**config.mk**
```make
export PLATFORM = sky130hd
export DESIGN_NAME = cci_test_mmio_rsp_arb
export DESIGN_NICKNAME = d
export VERILOG_FILES = /design/src/rtl/cci_test_mmio_rsp_arb_pkg.sv /design/src/rtl/cci_test_mmio_rsp_fifo.sv /design/src/rtl/cci_test_mmio_rsp_arb.sv
export SDC_FILE = /design/constraint.sdc
export NUM_CORES = 1
export LEC_CHECK = 0
export BUFFER_PORTS_ARGS = -buffer_cell sky130_fd_sc_hd__buf_4
export CAP_MARGIN = 20
export CORE_MARGIN = 5
export CORE_UTILIZATION = 59
export CTS_BUF_LIST = sky130_fd_sc_hd__clkbuf_16
export CTS_CLUSTER_SIZE = 20
export DETAILED_ROUTE_END_ITERATION = 8
export GPL_TIMING_DRIVEN = 0
export PLACE_DENSITY_LB_ADDON = 0.2
export SYNTH_ARGS = -nofsm -noshare
export SYNTH_HDL_FRONTEND = slang
export SYNTH_HIERARCHICAL = 1
export SYNTH_SLANG_ARGS = --single-unit
```
**constraint.sdc**
```tcl
create_clock -name clk -period 5.3 [get_ports clk]
set_clock_uncertainty 0.15 [all_clocks]
set_input_delay 0.265 -clock clk [delete_from_list [all_inputs] [get_ports clk]]
set_output_delay 0.265 -clock clk [all_outputs]
set_load 0.01 [all_outputs]
```
**src/rtl/cci_test_mmio_rsp_arb_pkg.sv**
```systemverilog
// Shared types for the MMIO response arbiter: response payload, source IDs, source count.
package cci_test_mmio_rsp_arb_pkg;

    localparam int unsigned MMIO_TID_WIDTH  = 9;
    localparam int unsigned MMIO_DATA_WIDTH = 64;
    localparam int unsigned NUM_MMIO_SRCS   = 2;

    typedef struct packed {
        logic [MMIO_TID_WIDTH-1:0]  tid;
        logic [MMIO_DATA_WIDTH-1:0] data;
    } t_mmio_rsp;

    typedef enum logic {
        SRC_CSR = 1'b0,
        SRC_AFU = 1'b1
    } t_mmio_src;

endpackage

```
**src/rtl/cci_test_mmio_rsp_fifo.sv**
```systemverilog
// Per-source response queue with registered wrap-bit pointers; reports a drop
// (ovf) when a write hits a full queue that is not being popped on the same edge.
module cci_test_mmio_rsp_fifo
    import cci_test_mmio_rsp_arb_pkg::*;
#(
    parameter int unsigned DEPTH = 4
) (
    input  logic                       clk,
    input  logic                       reset_n,
    input  logic                       wr_en,
    input  t_mmio_rsp                  wr_data,
    input  logic                       rd_en,
    output t_mmio_rsp                  rd_data,
    output logic                       empty,
    output logic                       full,
    output logic [$clog2(DEPTH):0]     count,
    output logic                       ovf
);

    localparam int unsigned AW = $clog2(DEPTH);
    localparam int unsigned PW = AW + 1;

    logic [PW-1:0] wr_ptr;
    logic [PW-1:0] rd_ptr;
    t_mmio_rsp     mem [DEPTH];
    logic          do_wr;
    logic          do_rd;

    assign empty   = (wr_ptr == rd_ptr);
    assign full    = (wr_ptr[AW] != rd_ptr[AW]) && (wr_ptr[AW-1:0] == rd_ptr[AW-1:0]);
    assign count   = wr_ptr - rd_ptr;
    assign rd_data = mem[rd_ptr[AW-1:0]];

    // A pop on the same edge frees the slot, so a write to a full queue still lands.
    assign do_rd = rd_en && !empty;
    assign do_wr = wr_en && (!full || do_rd);
    assign ovf   = wr_en && full && !do_rd;

    always_ff @(posedge clk) begin
        if (!reset_n) begin
            wr_ptr <= '0;
            rd_ptr <= '0;
        end else begin
            if (do_wr) wr_ptr <= wr_ptr + PW'(1);
            if (do_rd) rd_ptr <= rd_ptr + PW'(1);
        end
    end

    always_ff @(posedge clk) begin
        if (do_wr) mem[wr_ptr[AW-1:0]] <= wr_data;
    end

endmodule

```
**src/rtl/cci_test_mmio_rsp_arb.sv**
```systemverilog
// Round-robin merge of CSR and AFU MMIO read responses onto the c2Tx response channel.
// Optional statistics outputs are built when MMIO_RSP_ARB_STATS_EN is defined.
module cci_test_mmio_rsp_arb
    import cci_test_mmio_rsp_arb_pkg::*;
#(
    parameter int unsigned FIFO_DEPTH = 4,
    parameter int unsigned TID_WIDTH  = MMIO_TID_WIDTH,
    parameter int unsigned DATA_WIDTH = MMIO_DATA_WIDTH
) (
    input  logic                                   clk,
    input  logic                                   reset_n,
    input  logic                                   csr_rsp_valid,
    input  logic [TID_WIDTH-1:0]                   csr_rsp_tid,
    input  logic [DATA_WIDTH-1:0]                  csr_rsp_data,
    input  logic                                   afu_rsp_valid,
    input  logic [TID_WIDTH-1:0]                   afu_rsp_tid,
    input  logic [DATA_WIDTH-1:0]                  afu_rsp_data,
    output logic                                   mmio_rsp_valid,
    output logic [TID_WIDTH-1:0]                   mmio_rsp_tid,
    output logic [DATA_WIDTH-1:0]                  mmio_rsp_data,
    output logic [NUM_MMIO_SRCS-1:0]               ovf_err
`ifdef MMIO_RSP_ARB_STATS_EN
    ,
    output logic [31:0]                            stat_conflicts,
    output logic [2*($clog2(FIFO_DEPTH)+1)-1:0]    stat_max_occ
`endif
);

    localparam int unsigned CNT_W = $clog2(FIFO_DEPTH) + 1;

    t_mmio_rsp [NUM_MMIO_SRCS-1:0]             wr_rsp;
    t_mmio_rsp [NUM_MMIO_SRCS-1:0]             head;
    logic      [NUM_MMIO_SRCS-1:0]             wr_en;
    logic      [NUM_MMIO_SRCS-1:0]             pop;
    logic      [NUM_MMIO_SRCS-1:0]             empty;
    logic      [NUM_MMIO_SRCS-1:0]             full;
    logic      [NUM_MMIO_SRCS-1:0]             ovf;
    logic      [NUM_MMIO_SRCS-1:0][CNT_W-1:0]  count;
    t_mmio_src                                 rr_next;
    t_mmio_src                                 grant;
    logic                                      any_pending;

    always_comb begin
        wr_en               = '0;
        wr_rsp              = '0;
        wr_en[SRC_CSR]      = csr_rsp_valid;
        wr_rsp[SRC_CSR].tid  = MMIO_TID_WIDTH'(csr_rsp_tid);
        wr_rsp[SRC_CSR].data = MMIO_DATA_WIDTH'(csr_rsp_data);
        wr_en[SRC_AFU]      = afu_rsp_valid;
        wr_rsp[SRC_AFU].tid  = MMIO_TID_WIDTH'(afu_rsp_tid);
        wr_rsp[SRC_AFU].data = MMIO_DATA_WIDTH'(afu_rsp_data);
    end

    for (genvar s = 0; s < NUM_MMIO_SRCS; s++) begin : g_fifo
        cci_test_mmio_rsp_fifo #(
            .DEPTH (FIFO_DEPTH)
        ) u_fifo (
            .clk     (clk),
            .reset_n (reset_n),
            .wr_en   (wr_en[s]),
            .wr_data (wr_rsp[s]),
            .rd_en   (pop[s]),
            .rd_data (head[s]),
            .empty   (empty[s]),
            .full    (full[s]),
            .count   (count[s]),
            .ovf     (ovf[s])
        );
    end

    // rr_next names the source that wins when both queues hold a response.
    always_comb begin
        pop         = '0;
        grant       = SRC_CSR;
        any_pending = !(&empty);
        if (!empty[SRC_CSR] && !empty[SRC_AFU]) begin
            grant = rr_next;
        end else if (!empty[SRC_AFU]) begin
            grant = SRC_AFU;
        end
        if (any_pending) pop[grant] = 1'b1;
    end

    always_ff @(posedge clk) begin
        if (!reset_n) begin
            mmio_rsp_valid <= 1'b0;
            mmio_rsp_tid   <= '0;
            mmio_rsp_data  <= '0;
            ovf_err        <= '0;
            rr_next        <= SRC_CSR;
        end else begin
            mmio_rsp_valid <= any_pending;
            if (any_pending) begin
                mmio_rsp_tid  <= TID_WIDTH'(head[grant].tid);
                mmio_rsp_data <= DATA_WIDTH'(head[grant].data);
                rr_next       <= (grant == SRC_CSR) ? SRC_AFU : SRC_CSR;
            end
            ovf_err <= ovf_err | ovf;
        end
    end

`ifdef MMIO_RSP_ARB_STATS_EN
    // High-water marks follow the registered queue counts, so they trail by one cycle.
    always_ff @(posedge clk) begin
        if (!reset_n) begin
            stat_conflicts <= '0;
            stat_max_occ   <= '0;
        end else begin
            if (csr_rsp_valid && afu_rsp_valid && (stat_conflicts != '1)) begin
                stat_conflicts <= stat_conflicts + 32'd1;
            end
            for (int s = 0; s < NUM_MMIO_SRCS; s++) begin
                if (count[s] > stat_max_occ[s*CNT_W +: CNT_W]) begin
                    stat_max_occ[s*CNT_W +: CNT_W] <= count[s];
                end
            end
        end
    end

    logic unused_fifo_full;
    assign unused_fifo_full = ^full;
`else
    logic unused_fifo_status;
    assign unused_fifo_status = ^{full, count};
`endif

endmodule

```
-- Word level (Yosys, flattened, before mapping)
Memory sizes are Yosys's and may differ from the RTL's. A register that Yosys moved wholly into a read port is not among the register bits.
Index checks and enable logic that the tools add are counted.
- register bits after elaboration: 89
- RAM bits: 584
- input bits: 150
- output and inout port bits: 76
- logic and storage cells: 62
- memories kept: 2
- add/sub/neg operators: 4
- $lt $le $gt $ge: 2
- equal/unequal tests: 6
- muxes and demuxes: 16
- bitwise gates (word level): 1
- reductions and logical operators: 22
- memories (memory ; words ; width ; rd ports ; clocked after Yosys merged registers in ; wr ports ; RTL line ; RTL):
    g_fifo[0].u_fifo.mem ; 4 ; 73 ; 1 ; 1 ; 1 ; cci_test_mmio_rsp_fifo.sv:25 ; t_mmio_rsp mem [DEPTH];
    g_fifo[1].u_fifo.mem ; 4 ; 73 ; 1 ; 1 ; 1 ; cci_test_mmio_rsp_fifo.sv:25 ;
- operator list (operator ; number):
    2-to-1 mux 73 bit ; 2
    adder 3 x 1 -> 3 bit (second input constant) ; 4
    logical AND 1 bit ; 12
    2-to-1 mux 2 bit ; 5
    2-to-1 mux 1 bit ; 8
    zero test 1 bit ; 7
    == test 3 bit ; 2
    == test 2 bit ; 2
    logical OR 1 bit ; 2
    < comparator 1 x 2 -> 1 bit (second input constant) ; 1
    inequality test 1 bit ; 2
    OR 2 bit ; 1
    AND reduction 2 bit ; 1
    demux 1 bit (select 1 bit) ; 1
    greater-or-equal comparator 1 bit (second input constant) ; 1

-- Depth between registers and ports, before layout
Gate-level depths: netlist of run 1.
- depth after elaboration: 14
- gate-level depth with buffers: 9
- mapped depth without buffers: 9

-- By module
Netlist of run 1, hierarchy kept.
- modules (own cells, without submodules) (module ; times used ; cells an instance ; area each (um2)):
    cci_test_mmio_rsp_fifo ; 2 ; 439 ; 11038.1
    cci_test_mmio_rsp_arb ; 1 ; 260 ; 3086.7

-- Least setup slack after synthesis of run 1
Ideal clock, no wire load.
- path kind: register to register
- start: reg g_fifo[0].u_fifo.wr_ptr[0]
- end: mem g_fifo[1].u_fifo/mem[0][0] (netlist bit), enable pin
- library setup time: 0.439 ns
- arrival: 3.460 ns
- setup slack: 1.251 ns
- stages on the path, launching flop included: 9
- buffers on the path: 0
- clock period less this slack: 4.049 ns
- cells stage by stage: dfxtp_1 -> inv_1 -> ha_1 -> nand2_1 -> nor2_1 -> nor2_1 -> nor2_1 -> o31a_1 -> and2_1
- word-level cells in the longest chain between the ends: 14
- elaborated cells between the ends (all ways): 16
- RTL lines (item ; RTL line ; RTL):
    start, declared ; cci_test_mmio_rsp_fifo.sv:23 ; logic [PW-1:0] wr_ptr;
    start signal, assigned ; cci_test_mmio_rsp_fifo.sv:44 ; if (do_wr) wr_ptr <= wr_ptr + PW'(1);
    == test 3 bit * ; cci_test_mmio_rsp_fifo.sv:29 ; assign empty = (wr_ptr == rd_ptr);
    net empty[0] ; cci_test_mmio_rsp_arb.sv:35 ; logic [NUM_MMIO_SRCS-1:0] empty;
    zero test 1 bit ; cci_test_mmio_rsp_arb.sv:76 ; if (!empty[SRC_CSR] && !empty[SRC_AFU]) begin
    logical AND 1 bit ; cci_test_mmio_rsp_arb.sv:76 ;
    2-to-1 mux 1 bit ; cci_test_mmio_rsp_arb.sv:76 ;
    < comparator 1 x 2 -> 1 bit (not written as such) or greater-or-equal comparator 1 bit (tied branches) ; cci_test_mmio_rsp_arb.sv:81 ; if (any_pending) pop[grant] = 1'b1;
    logical AND 1 bit (not written as such) ; cci_test_mmio_rsp_arb.sv:81 ;
    2-to-1 mux 1 bit (not written as such) ; cci_test_mmio_rsp_arb.sv:81 ;
    demux 1 bit (select 1 bit) ; cci_test_mmio_rsp_arb.sv:81 ;
    2-to-1 mux 2 bit * ; cci_test_mmio_rsp_arb.sv:81 ;
    net pop[1] ; cci_test_mmio_rsp_arb.sv:34 ; logic [NUM_MMIO_SRCS-1:0] pop;
    logical AND 1 bit * ; cci_test_mmio_rsp_fifo.sv:35 ; assign do_rd = rd_en && !empty;
    logical OR 1 bit * ; cci_test_mmio_rsp_fifo.sv:36 ; assign do_wr = wr_en && (!full || do_rd);
    logical AND 1 bit * ; cci_test_mmio_rsp_fifo.sv:36 ;
    2-to-1 mux 1 bit * ; cci_test_mmio_rsp_fifo.sv:50 ; if (do_wr) mem[wr_ptr[AW-1:0]] <= wr_data;
    2-to-1 mux 1 bit (not written as such) * ; cci_test_mmio_rsp_fifo.sv:50 ;
    end, declared ; cci_test_mmio_rsp_fifo.sv:25 ;
The timed path passes the listed nets; every way through them passes the cells marked *.

-- Worst setup path after layout of run 1
- start: reg g_fifo[1].u_fifo.wr_ptr[0]
- end: mem g_fifo[0].u_fifo/mem[2][6] (netlist bit), enable pin
- word-level cells in the longest chain between the ends: 14
- elaborated cells between the ends (all ways): 17
- RTL lines (item ; RTL line):
    start, declared ; cci_test_mmio_rsp_fifo.sv:23
    start signal, assigned ; cci_test_mmio_rsp_fifo.sv:44
    == test 3 bit * ; cci_test_mmio_rsp_fifo.sv:29
    net empty[1] ; cci_test_mmio_rsp_arb.sv:35
    zero test 1 bit ; cci_test_mmio_rsp_arb.sv:76
    logical AND 1 bit ; cci_test_mmio_rsp_arb.sv:76
    2-to-1 mux 1 bit ; cci_test_mmio_rsp_arb.sv:76
    < comparator 1 x 2 -> 1 bit (not written as such) or greater-or-equal comparator 1 bit (tied branches) ; cci_test_mmio_rsp_arb.sv:81
    logical AND 1 bit (not written as such) ; cci_test_mmio_rsp_arb.sv:81
    2-to-1 mux 1 bit (not written as such) ; cci_test_mmio_rsp_arb.sv:81
    demux 1 bit (select 1 bit) ; cci_test_mmio_rsp_arb.sv:81
    2-to-1 mux 2 bit * ; cci_test_mmio_rsp_arb.sv:81
    net pop[0] ; cci_test_mmio_rsp_arb.sv:34
    logical AND 1 bit * ; cci_test_mmio_rsp_fifo.sv:35
    logical OR 1 bit * ; cci_test_mmio_rsp_fifo.sv:36
    logical AND 1 bit * ; cci_test_mmio_rsp_fifo.sv:36
    2-to-1 mux 1 bit * ; cci_test_mmio_rsp_fifo.sv:50
    2-to-1 mux 1 bit (not written as such) * ; cci_test_mmio_rsp_fifo.sv:50
    end, declared ; cci_test_mmio_rsp_fifo.sv:25
Marks and branches as above.

==> reports/metrics.cfg, run 1 <==
[global_route]
grtUsageTotal_pct=24.2
largest_net_degree_at_the_start_of_global_routing=53
antenna_found_initial=7
grt_first_pass_wirelength_mm=84.7
grt-ovfl-total=0
first_global_vias=14000

[cells_and_area]
area_growth_syn_to_layout_pct=25.2
nNetsFinal=1746
postLayoutCoreUtil_pct=74.7
ratio_of_cells_with_drive_above_1_in_the_final_layout_pct=32.7

[synthesis]
yosysWarningCount=6
syn_inst=1130
post_synth.cell_area_avg_um2=22.2
synth.cell_area_mm2=0.0251
synth_fp_nets=1294

[worst_setup_path]
worst_setup_path_end_kind=flop
worst-path-max-fanout=39
critical_path_cell_by_cell=inv_1 > ha_1 > nand2_1 > nor2_1 > nor2b_2 > nor2_1 > o31a_1 > and2_4 > buf_16
signal_arrival_time_at_the_worst_endpoint_ns=3.67
cp_most_frequent_cell=sky130_fd_sc_hd__nor2_1
worst-setup-path-type=flop to flop
critPathRequiredTime_ns=5.40
path_delay_family=simple AND/OR/NAND/NOR gates
critical_path_buf_inv_count=2
crit_path_top_delay_cell=sky130_fd_sc_hd__and2_4
longest_individual_stage_delay_on_the_worst_path_ns=0.61
timing.critical_path.from_type=flop

[routing]
drt-initial-drc-count=1033
first_pass_iters=5
drt_drc_violations_left=0
met2_wirelength_mm=28.6
route.top_layer_used=met5
routedLengthMet1_mm=22.1
drt-vias-per-instance=5.90
antenna_left=0
avgRoutedWirePerCell_um=25.5
dr_wl_met3_mm=3.60
dr_total_vias=12900
postRouteWirelength_mm=55.5

[run]
max_cap_violations=0

[sta]
worst_slack_setup_final_ns=1.73
finalCritPeriodShare_pct=67.4
timing.final.max_slew_violations=0
worst_slew_pin_slew_ns=0.829
final_critical_period_ns=3.57
timing.final.setup_violations=0
max_freq_ghz=0.280
hold_violations=0
setup-tns-final_ns=0
unrepaired_setup_endpoints_after_global_routing=false
slew_limit_headroom_pct=44.7

[pwr]
power.density_cell_area_mw_per_mm2=445
static-leakage-power_nw=10.9
ir_worst_vdd_v=0.000377

[die]
die-area_mm2=0.0468
die_h_um=216
floorplan.initialDensity_pct=59.7
coreArea_mm2=0.0420
top_level_ports=226
num_rows=75
dieWidth_um=216

[clock_network]
clk_path_buf_depth=3
clock_latency_ns=0.58
cts_post_setup_buffers_inserted=0
clock_tree.htree_level_count=3
worst_setup_hold_path_clk_slew_ns=0.06
cts_root_buf=sky130_fd_sc_hd__clkbuf_16
postCtsHoldBufs=150
cts_sinks=677
numCtsBuffers=67
post_cts.resized_instances=0
cts_tree=done

[place]
gp_congestion=0.774
numPortBuffers=225
pre_cts_slack_ns=1.78
place_hpwl_mm=32.3

[status]
outcome=complete, no violations

[hold_path]
hold_class=input port to flop

## layout by cell type, fill, tap and decap left out, types with 20 or more instances in the layout
| master | n |
|---|---|
| sky130_fd_sc_hd__dfxtp_1 | 93 |
| sky130_fd_sc_hd__clkbuf_16 | 73 |
| sky130_fd_sc_hd__dlygate4sd3_1 | 150 |
| sky130_fd_sc_hd__inv_1 | 29 |
| sky130_fd_sc_hd__and2_0 | 70 |
| sky130_fd_sc_hd__buf_4 | 234 |
| sky130_fd_sc_hd__mux4_2 | 146 |
| sky130_fd_sc_hd__a221o_1 | 73 |
| sky130_fd_sc_hd__buf_6 | 23 |
| sky130_fd_sc_hd__edfxtp_1 | 584 |
| sky130_fd_sc_hd__nand2_1 | 20 |
## through the flow
step           cells  cell area, µm²  power, mW  hold slack (ns)
2_1_floorplan   1130           25100       8.27            0.214
3_3_place_gp    1894           27500       9.25            0.314
3_5_place_dp    1902           27700       9.30            0.318
4_1_cts         2174           31400       14.1            0.240
5_1_grt         2179           31400       14.5            0.264
6_report        2179           31400       14.0            0.277
## sequential cells by signal, summed over array words and instances, names as in the netlist, named ones only
name,count
g_fifo.u_fifo/mem,584
mmio_rsp_data,64
mmio_rsp_tid,9
g_fifo.u_fifo/rd_ptr,6
g_fifo.u_fifo/wr_ptr,6
ovf_err,2
mmio_rsp_valid,1
rr_next,1
## cell type report
type | count | area (µm²)
antenna | 5 | 12.5
buffer | 58 | 444
clock buffer | 73 | 1830
clock inverter | 49 | 383
fill | 2386 | 10600
inverter | 11 | 41.3
multi-input combinational | 384 | 5220
sequential | 677 | 19400
tap | 539 | 674
timing repair buffer | 383 | 3410
## where the power goes
group          switching, mW  total [mW]  leakage, nW  internal (mW)
registers              0.181        6.41         6.13           6.23
logic                   1.39        2.86         3.62           1.47
clock network           1.90        4.71         1.16           2.81
total                   3.48        14.0         10.9           10.5
## per-layer routing
layer,vias to the layer above,global-route usage (%)
li1,5626,-
met1,6685,32.1
met2,448,41.4
met3,90,5.21
met4,4,6.95
met5,-,0
## final timing paths
path                            slack (ns)                        from  cells after the start                          end
worst max-delay path                  1.73  g_fifo[1].u_fifo/wr_ptr[0]                      9   g_fifo[0].u_fifo/mem[2][6]
worst min-delay path                  0.28            afu_rsp_data[51]                      2  g_fifo[1].u_fifo/mem[2][51]
worst min register to register        0.33                     rr_next                      2                      rr_next
worst max register to register        1.73  g_fifo[1].u_fifo/wr_ptr[0]                      9   g_fifo[0].u_fifo/mem[2][6]
Note: power is estimated with default switching activity, not from simulation.
==> run 2, diff against run 1 <==
- clock period: 5.3 -> 3.4 ns (I/O delays scaled with it)
==> run 2 against run 1 <==
  * Hold slack worse by 0.10 ns
  * Register-to-register slack lost 1.6 ns
  * Clock power rose by 49%
  * Sequential share of layout area up 0.12 points
  * Maximum frequency grew 10%
  * Power rose by 54%
  * Routed wire length increased by 2.9%
  * Critical path depth did not move
  * Final cell count is 0.32% higher
  * Die area is the same
  * Largest cell class unchanged
  * Highest routed layer unchanged
==> reports/metrics.cfg, run 2 (synthesized netlist as in run 1, its figures left out) <==
[status]
outcome=complete, no violations

[routing]
drt-initial-drc-count=993
postRouteWirelength_mm=57.1
dr_total_vias=13100
drt_drc_violations_left=0
antenna_left=0
drt-vias-per-instance=5.98
avgRoutedWirePerCell_um=26.1
first_pass_iters=5

[worst_setup_path]
worst_setup_path_end_kind=flop
longest_individual_stage_delay_on_the_worst_path_ns=0.45
path_delay_family=simple AND/OR/NAND/NOR gates
critPathRequiredTime_ns=3.50
crit_path_top_delay_cell=sky130_fd_sc_hd__and2_4
signal_arrival_time_at_the_worst_endpoint_ns=3.33
critical_path_cell_by_cell=inv_1 > ha_1 > nand2_1 > nor2_2 > nor2b_2 > nor2_1 > o31a_2 > and2_4 > buf_16
worst-path-max-fanout=45
worst-setup-path-type=flop to flop
worst_r2r_path_depth=9
setup.reg_to_reg.worst_slack_ns=0.16
critical_path.reg2reg.endpoint=g_fifo[0].u_fifo/mem[1][31]
critical_path_buf_inv_count=2
timing.critical_path.from_type=flop
setup.worst_path.start=g_fifo[1].u_fifo/wr_ptr[0]
critical_path.reg2reg.startpoint=g_fifo[1].u_fifo/wr_ptr[0]

[sta]
timing.final.setup_violations=0
setup-tns-final_ns=0
finalHoldWorstSlack_ns=0.176
unrepaired_setup_endpoints_after_global_routing=false
finalCritPeriodShare_pct=95.2
final_critical_period_ns=3.24
worst_slew_pin_slew_ns=0.808
slew_limit_headroom_pct=46.2
hold_violations=0
timing.final.max_slew_violations=0
max_freq_ghz=0.309
worst_slack_setup_final_ns=0.163

[cells_and_area]
largest_register_ffs=584
area_growth_syn_to_layout_pct=25.0
postLayoutCoreUtil_pct=74.6
ratio_of_cells_with_drive_above_1_in_the_final_layout_pct=32.8
layout.cells.most_common=sky130_fd_sc_hd__edfxtp_1
layout.filler_cells=2415
layout_common_cells=sky130_fd_sc_hd__edfxtp_1, sky130_fd_sc_hd__buf_4, sky130_fd_sc_hd__dlygate4sd3_1
nNetsFinal=1756

[clock_network]
clk_path_buf_depth=3
numCtsBuffers=68
cts_sinks=677
clock_latency_ns=0.59
cts_tree=done
clock_tree.htree_level_count=3
worst_setup_hold_path_clk_slew_ns=0.06
cts_root_buf=sky130_fd_sc_hd__clkbuf_16

[hold_path]
hold_class=input port to flop
timing.hold.worst_path_depth=2
hold-path-endpoint=g_fifo[0].u_fifo/mem[2][49]
hp-start=csr_rsp_data[49]

[pwr]
power.density_cell_area_mw_per_mm2=686
static-leakage-power_nw=10.9
fin_total_pwr_mw=21.5
ir_worst_vdd_v=0.000480

[place]
pre_cts_slack_ns=-0.150
gp_congestion=0.774
place_hpwl_mm=32.4
numPortBuffers=225

[global_route]
largest_net_degree_at_the_start_of_global_routing=52
grtUsageTotal_pct=24.6
antenna_found_initial=6
grt_first_pass_wirelength_mm=85.9
grt-ovfl-total=0
first_global_vias=13900

[run]
max_cap_violations=0

[die]
die-area_mm2=0.0468
dieWidth_um=216
top_level_ports=226
floorplan.initialDensity_pct=59.7
die_h_um=216
num_rows=75
coreArea_mm2=0.0420

==> run 2: through the flow <==
step | instances | cell area, µm²
finish | 2186 | 31400
global placement | 1894 | 27500
floorplan | 1130 | 25100
detailed placement | 1902 | 27700
global route | 2186 | 31400
CTS | 2180 | 31300
==> run 2: cell type report <==
cell class | count | area [µm²] | area share [%]
Sequential cell | 677 | 19400 | 61.9
Multi-Input combinational cell | 391 | 5280 | 16.8
Timing Repair Buffer | 385 | 3410 | 10.9
Clock buffer | 71 | 1780 | 5.67
Tap cell | 539 | 674 | 2.15
Buffer | 58 | 444 | 1.42
Clock inverter | 51 | 317 | 1.01
Inverter | 11 | 41.3 | 0.132
Antenna cell | 3 | 7.51 | 0.0239
==> run 2: what timing repair did <==
item	4_1_cts	5_1_grt
setup buffers	0	2
pin swaps	6	3
endpoints found under the setup margin	203	335
cloned	6	1
endpoints found under the hold margin	600	0
hold buffers	150	0
gates resized for setup	2	3
==> run 2: worst max-delay path by stage <==
stage	end	slack, ns	cells after the start
6_report	g_fifo[0].u_fifo/mem[1][31]	0.16	9
5_1_grt	g_fifo[0].u_fifo/mem[1][31]	0.01	9
4_1_cts	g_fifo[0].u_fifo/mem[0][57]	0.03	9
3_5_place_dp	g_fifo[1].u_fifo/mem[1][6]	-0.15	9
3_3_place_gp	g_fifo[1].u_fifo/mem[2][6]	-0.95	8
2_1_floorplan	g_fifo[1].u_fifo/mem[0][0]	0.17	8
==> run 2: layer usage <==
layer	track usage [%]	vias to the layer above	part of all wire, %
met5	0	-	0.056
met3	4.52	95	6.5
met2	41.6	501	51
met4	7.42	6	2.4
li1	-	5653	-
met1	33.4	6823	40
==> run 2: report_power, final <==
| group | switching [mW] | total, mW | internal (mW) |
|---|---|---|---|
| sequential | 0.280 | 9.99 | 9.71 |
| combinational | 2.18 | 4.49 | 2.30 |
| clock | 2.96 | 7.02 | 4.06 |
| total | 5.43 | 21.5 | 16.1 |
